$ cat config.mk
export PLATFORM = sky130hd
export DESIGN_NAME = uart_tx_fifo
export DESIGN_NICKNAME = d
export VERILOG_FILES = /design/src/rtl/uart_tx_fifo.sv
export SDC_FILE = /design/constraint.sdc
export NUM_CORES = 1
export LEC_CHECK = 0
export ABC_CLOCK_PERIOD_IN_PS = 2950
export CORE_MARGIN = 1
export CORE_UTILIZATION = 59
export DETAILED_ROUTE_END_ITERATION = 6
export HOLD_SLACK_MARGIN = 0.05
export PLACE_DENSITY = 0.81
export SLEW_MARGIN = 20
export SYNTH_ARGS = -nofsm -noshare
export SYNTH_HDL_FRONTEND = slang
export SYNTH_SLANG_ARGS = --single-unit
$ cat constraint.sdc
create_clock -name txclk -period 2.95 [get_ports txclk]
set_clock_uncertainty 0.2 [all_clocks]
set_input_delay 0.295 -clock txclk [delete_from_list [all_inputs] [get_ports txclk]]
set_output_delay 0.295 -clock txclk [all_outputs]
set_load 0.005 [all_outputs]
$ cat src/rtl/uart_tx_fifo.sv
// Transmit FIFO and loader feeding a UART transmitter: buffers host bytes and issues one
// ld_tx_data pulse per byte, paced on the transmitter's tx_empty flag.
module uart_tx_fifo #(
    parameter int unsigned DEPTH  = 16,
    parameter int unsigned ADDR_W = 4
) (
    input  logic              txclk,
    input  logic              reset_n,
    input  logic              wr_en,
    input  logic [7:0]        wr_data,
    input  logic              flush,
    input  logic              load_enable,
    input  logic              tx_empty,
    output logic              ld_tx_data,
    output logic [7:0]        tx_data,
    output logic              full,
    output logic              empty,
    output logic [ADDR_W:0]   count,
    output logic              overflow
);

    localparam logic [1:0] IDLE      = 2'd0;
    localparam logic [1:0] LOAD      = 2'd1;
    localparam logic [1:0] WAIT_BUSY = 2'd2;
    localparam logic [1:0] WAIT_DONE = 2'd3;

    localparam logic [ADDR_W:0] DepthC = (ADDR_W + 1)'(DEPTH);

    logic [1:0]        state_q, state_d;
    logic [ADDR_W-1:0] wptr_q, wptr_d;
    logic [ADDR_W-1:0] rptr_q, rptr_d;
    logic [ADDR_W:0]   count_q, count_d;
    logic              full_q, full_d;
    logic              empty_q, empty_d;
    logic              ovf_q, ovf_d;
    logic              ld_q, ld_d;
    logic [7:0]        txd_q, txd_d;
    logic [7:0]        mem_q [DEPTH];

    logic start, push, pop;

    always_comb begin
        start = (state_q == IDLE) && !empty_q && load_enable && tx_empty && !flush;
        pop   = start;
        // A pop in the same cycle frees the slot the push lands in, even when full.
        push  = wr_en && !flush && (!full_q || pop);

        state_d = state_q;
        case (state_q)
            IDLE:      if (start) state_d = LOAD;
            LOAD:      state_d = WAIT_BUSY;
            WAIT_BUSY: if (!tx_empty) state_d = WAIT_DONE;
            WAIT_DONE: if (tx_empty) state_d = IDLE;
            default:   state_d = IDLE;
        endcase

        wptr_d  = wptr_q;
        rptr_d  = rptr_q;
        count_d = count_q;
        ovf_d   = ovf_q;
        if (flush) begin
            wptr_d  = '0;
            rptr_d  = '0;
            count_d = '0;
            ovf_d   = 1'b0;
        end else begin
            if (push) wptr_d = wptr_q + ADDR_W'(1);
            if (pop)  rptr_d = rptr_q + ADDR_W'(1);
            if (push && !pop)      count_d = count_q + (ADDR_W + 1)'(1);
            else if (pop && !push) count_d = count_q - (ADDR_W + 1)'(1);
            if (wr_en && full_q && !pop) ovf_d = 1'b1;
        end
        full_d  = (count_d == DepthC);
        empty_d = (count_d == '0);

        txd_d = pop ? mem_q[rptr_q] : txd_q;
        ld_d  = (state_d == LOAD);
    end

    always_ff @(posedge txclk or negedge reset_n) begin
        if (!reset_n) begin
            state_q <= IDLE;
            wptr_q  <= '0;
            rptr_q  <= '0;
            count_q <= '0;
            full_q  <= 1'b0;
            empty_q <= 1'b1;
            ovf_q   <= 1'b0;
            ld_q    <= 1'b0;
            txd_q   <= 8'h00;
        end else begin
            state_q <= state_d;
            wptr_q  <= wptr_d;
            rptr_q  <= rptr_d;
            count_q <= count_d;
            full_q  <= full_d;
            empty_q <= empty_d;
            ovf_q   <= ovf_d;
            ld_q    <= ld_d;
            txd_q   <= txd_d;
        end
    end

    always_ff @(posedge txclk) begin
        if (push) mem_q[wptr_q] <= wr_data;
    end

    assign ld_tx_data = ld_q;
    assign tx_data    = txd_q;
    assign full       = full_q;
    assign empty      = empty_q;
    assign count      = count_q;
    assign overflow   = ovf_q;

endmodule

==> run_results.csv <==
group,metric,value,unit
timing,rsz0062_at_grt,"no",
worst_setup_path,crit_chain,"nor4b_4 -> a21bo_2 -> nand2_1 -> nor4_1 -> and2_1",
grt,antenna_found_initial,0,
finish,final_nets,422,
cts,htree_levels,4,
outcome,status,"finished clean",
worst_setup_path,worst_setup_path_start_kind,"flip-flop",
detailed_routing,wl_per_cell,23.4,um
run,max-cap-violations,0,
cts,clkSinkCount,155,
cts,cts_buffer_depth,2,
detailed_routing,drc,0,
yosys,async_flop_share,17.4,%
power,swShare,21.3,%
power,comb_power_share,7.4,%
yosys,synth_seq_cells,155,
timing,slew_headroom,50.6,%
die,fp-row-count,37,
die,die-area,11100,sq um
grt,grt_pass1_vias,3466,
timing,worst_pin_slew,0.742,ns
worst_setup_path,end_kind,"flip-flop",
power,p_leak,2.59,nW
cts,insertion_delay,0.53,ns
detailed_routing,drt_iter0_markers,370,
power,power.net_switching,1.07,mW
yosys,synth_top_cells_by_count,"128 x edfxtp_1, 32 x mux4_2, 26 x dfrtp_1",
cts,clkTransAtPathRegs,0.07,ns
power,total_power,5.01,mW
placement,place_congestion,0.806,
cts,cts_root_buf,"clkbuf_8",
worst_setup_path,crit_path_top_delay_cell,"and2_1",
timing,slew_violations,0,
yosys,synth_ff_type,"edfxtp_1",
yosys,synth.top_cell.area_share,60.9,%
die,die_x,105,um
detailed_routing,ant_nets,0,
yosys,synth-edff-count,128,
yosys,ys_types,44,
yosys,yosysSeqAreaShare,71.6,%
detailed_routing,vias_per_cell,6.15,
timing,fmax,385,MHz
timing,period_needed,2.60,ns
die,initial_core_util,60.9,%
grt,grt_pass1_wl,20100,um
grt,grt_start_max_net_pins,36,
detailed_routing,first_pass_iters,6,
timing,period_share,88.0,%
power,clockPowerShare,42.4,%
yosys,ys_top_cells_by_area,"edfxtp_1 61%, mux4_2 11%, dfrtp_1 10%",
yosys,syn_nets,368,
yosys,synthCells,347,
finish,drive_gt1_share,22.0,%
grt,track_usage,25.5,%
power,ir_drop,0.393,mV
detailed_routing,wirelength,12800,um
detailed_routing,vias,3375,
finish,antenna_cells,0,
timing,finalSetupTns,0,ns
worst_setup_path,critPathMaxStageDelay,0.46,ns
power,p_int,3.94,mW
placement,port_buffers,30,
cts,cts_buffers,17,
worst_setup_path,crit_required,2.93,ns
power,p_per_area,672,nW/um^2
yosys,synth.most_common_cell,"edfxtp_1",
yosys,yosys_warnings,0,
yosys,post_synth.cell_area_avg,18.2,sq um
worst_setup_path,critPathMaxFanout,8,
finish,area_growth,17.9,%
power,p_seq_share,50.1,%
yosys,yosysTopAreaCell,"edfxtp_1",
cts,cts_setup_buffers,0,
grt,grt_overflow,0,
die,die_y,105,um
timing,setup_viol,0,
cts,cts_tree,"yes",
timing,hold-worst-slack,0.173,ns
hold_path,hp-class,"in -> reg",
die,pin_count,31,
placement,hpwl,7890,um
worst_setup_path,worst-setup-path-type,"reg -> reg",
die,core,10400,sq um
timing,hold_viol,0,
worst_setup_path,arrival,2.57,ns
yosys,synth_area,6320,sq um
layout by cell type, fill, tap and decap left out, types with 3 or more instances in the layout:
| cell | n |
|---|---|
| dfrtp_1 | 25 |
| a21o_1 | 8 |
| nand3_1 | 8 |
| nor4_1 | 5 |
| edfxtp_1 | 128 |
| mux4_2 | 32 |
| clkbuf_1 | 3 |
| inv_1 | 14 |
| nor2b_1 | 3 |
| clkbuf_16 | 16 |
| o21ai_0 | 3 |
| nor2_1 | 15 |
| xnor2_1 | 3 |
| a21oi_1 | 3 |
| mux2i_1 | 17 |
| bufinv_16 | 3 |
| nand2_1 | 10 |
| ha_1 | 7 |
| and2_1 | 13 |
| o22ai_1 | 8 |
| buf_4 | 19 |
| clkdlybuf4s50_1 | 30 |
critical path: cells and delay by family, from the launching register on:
family	cells	cell delay, ns
compound gates	1	0.21
flops	1	0.44
simple gates	4	1.38
power groups by stage:
stage | clock (mW) | sequential [mW] | combinational (mW)
floorplan | 0 | 2.55 | 0.163
global placement | 0 | 2.55 | 0.362
detailed placement | 0 | 2.55 | 0.373
CTS | 2.13 | 2.51 | 0.376
global route | 2.23 | 2.52 | 0.404
finish | 2.12 | 2.51 | 0.372
flip-flops by register name (all words and copies together) (netlist names):
name and cells:
mem_q 128, tx_data 8, count 5, rptr_q 4, wptr_q 4, state_q 2, empty 1, full 1
ld_tx_data 1, overflow 1
final timing paths:
check,start,to,slack [ns],depth (start not counted)
setup / recovery,state_q[1]$_DFF_PN0_,mem_q[14][5]$_DFFE_PP_,0.35,5
hold / removal,tx_empty,state_q[0]$_DFF_PN0_,0.17,2
setup reg to reg,state_q[1]$_DFF_PN0_,mem_q[14][5]$_DFFE_PP_,0.35,5
hold reg to reg,tx_data[4]$_DFFE_PN0P_,tx_data[4]$_DFFE_PN0P_,0.28,1
max in group asynchronous,reset_n,empty$_DFF_PN1_,1.77,3
min in group asynchronous,reset_n,overflow$_DFFE_PN0P_,0.48,3
metrics by stage:
step	setup WS (ns)	util (%)	cells	cell area (sq um)
floorplan	0.353	-	347	6320
global placement	0.180	66.2	517	6870
detailed placement	0.105	66.2	517	6870
CTS	0.376	71.8	549	7450
global route	0.186	71.8	549	7450
finish	0.354	71.8	549	7450
metal layers:
layer	GRT usage, %	routed length [um]	vias up
met5	0	0	-
met4	7.75	186	0
met3	6.37	853	21
met2	39.0	6220	161
met1	36.8	5580	1721
li1	-	-	1472
timing repair:
item,in CTS,in global routing
hold buffers,1,0
hold endpoints to repair,26,0
gates resized for setup,0,0
kinds of logic after synthesis:
logic type	Yosys count	share of synthesized area (%)
XOR/XNOR	5	0.693
multiplexers	53	14.9
buffers and inverters	30	2.16
flip-flops	155	71.6
AND/OR/NAND/NOR	67	6.00
adder cells (fa/ha/maj)	7	1.39
AO/OA/AOI/OAI	30	3.25
area by class of cell:
| class | instances | area (sq um) |
|---|---|---|
| clock buffer | 20 | 425 |
| clock inverter | 11 | 145 |
| fill | 617 | 2920 |
| inverter | 14 | 52.6 |
| multi-input combinational | 162 | 1660 |
| sequential | 155 | 4520 |
| tap | 136 | 170 |
| timing repair buffer | 51 | 473 |
(Power assumes the default switching activity.)
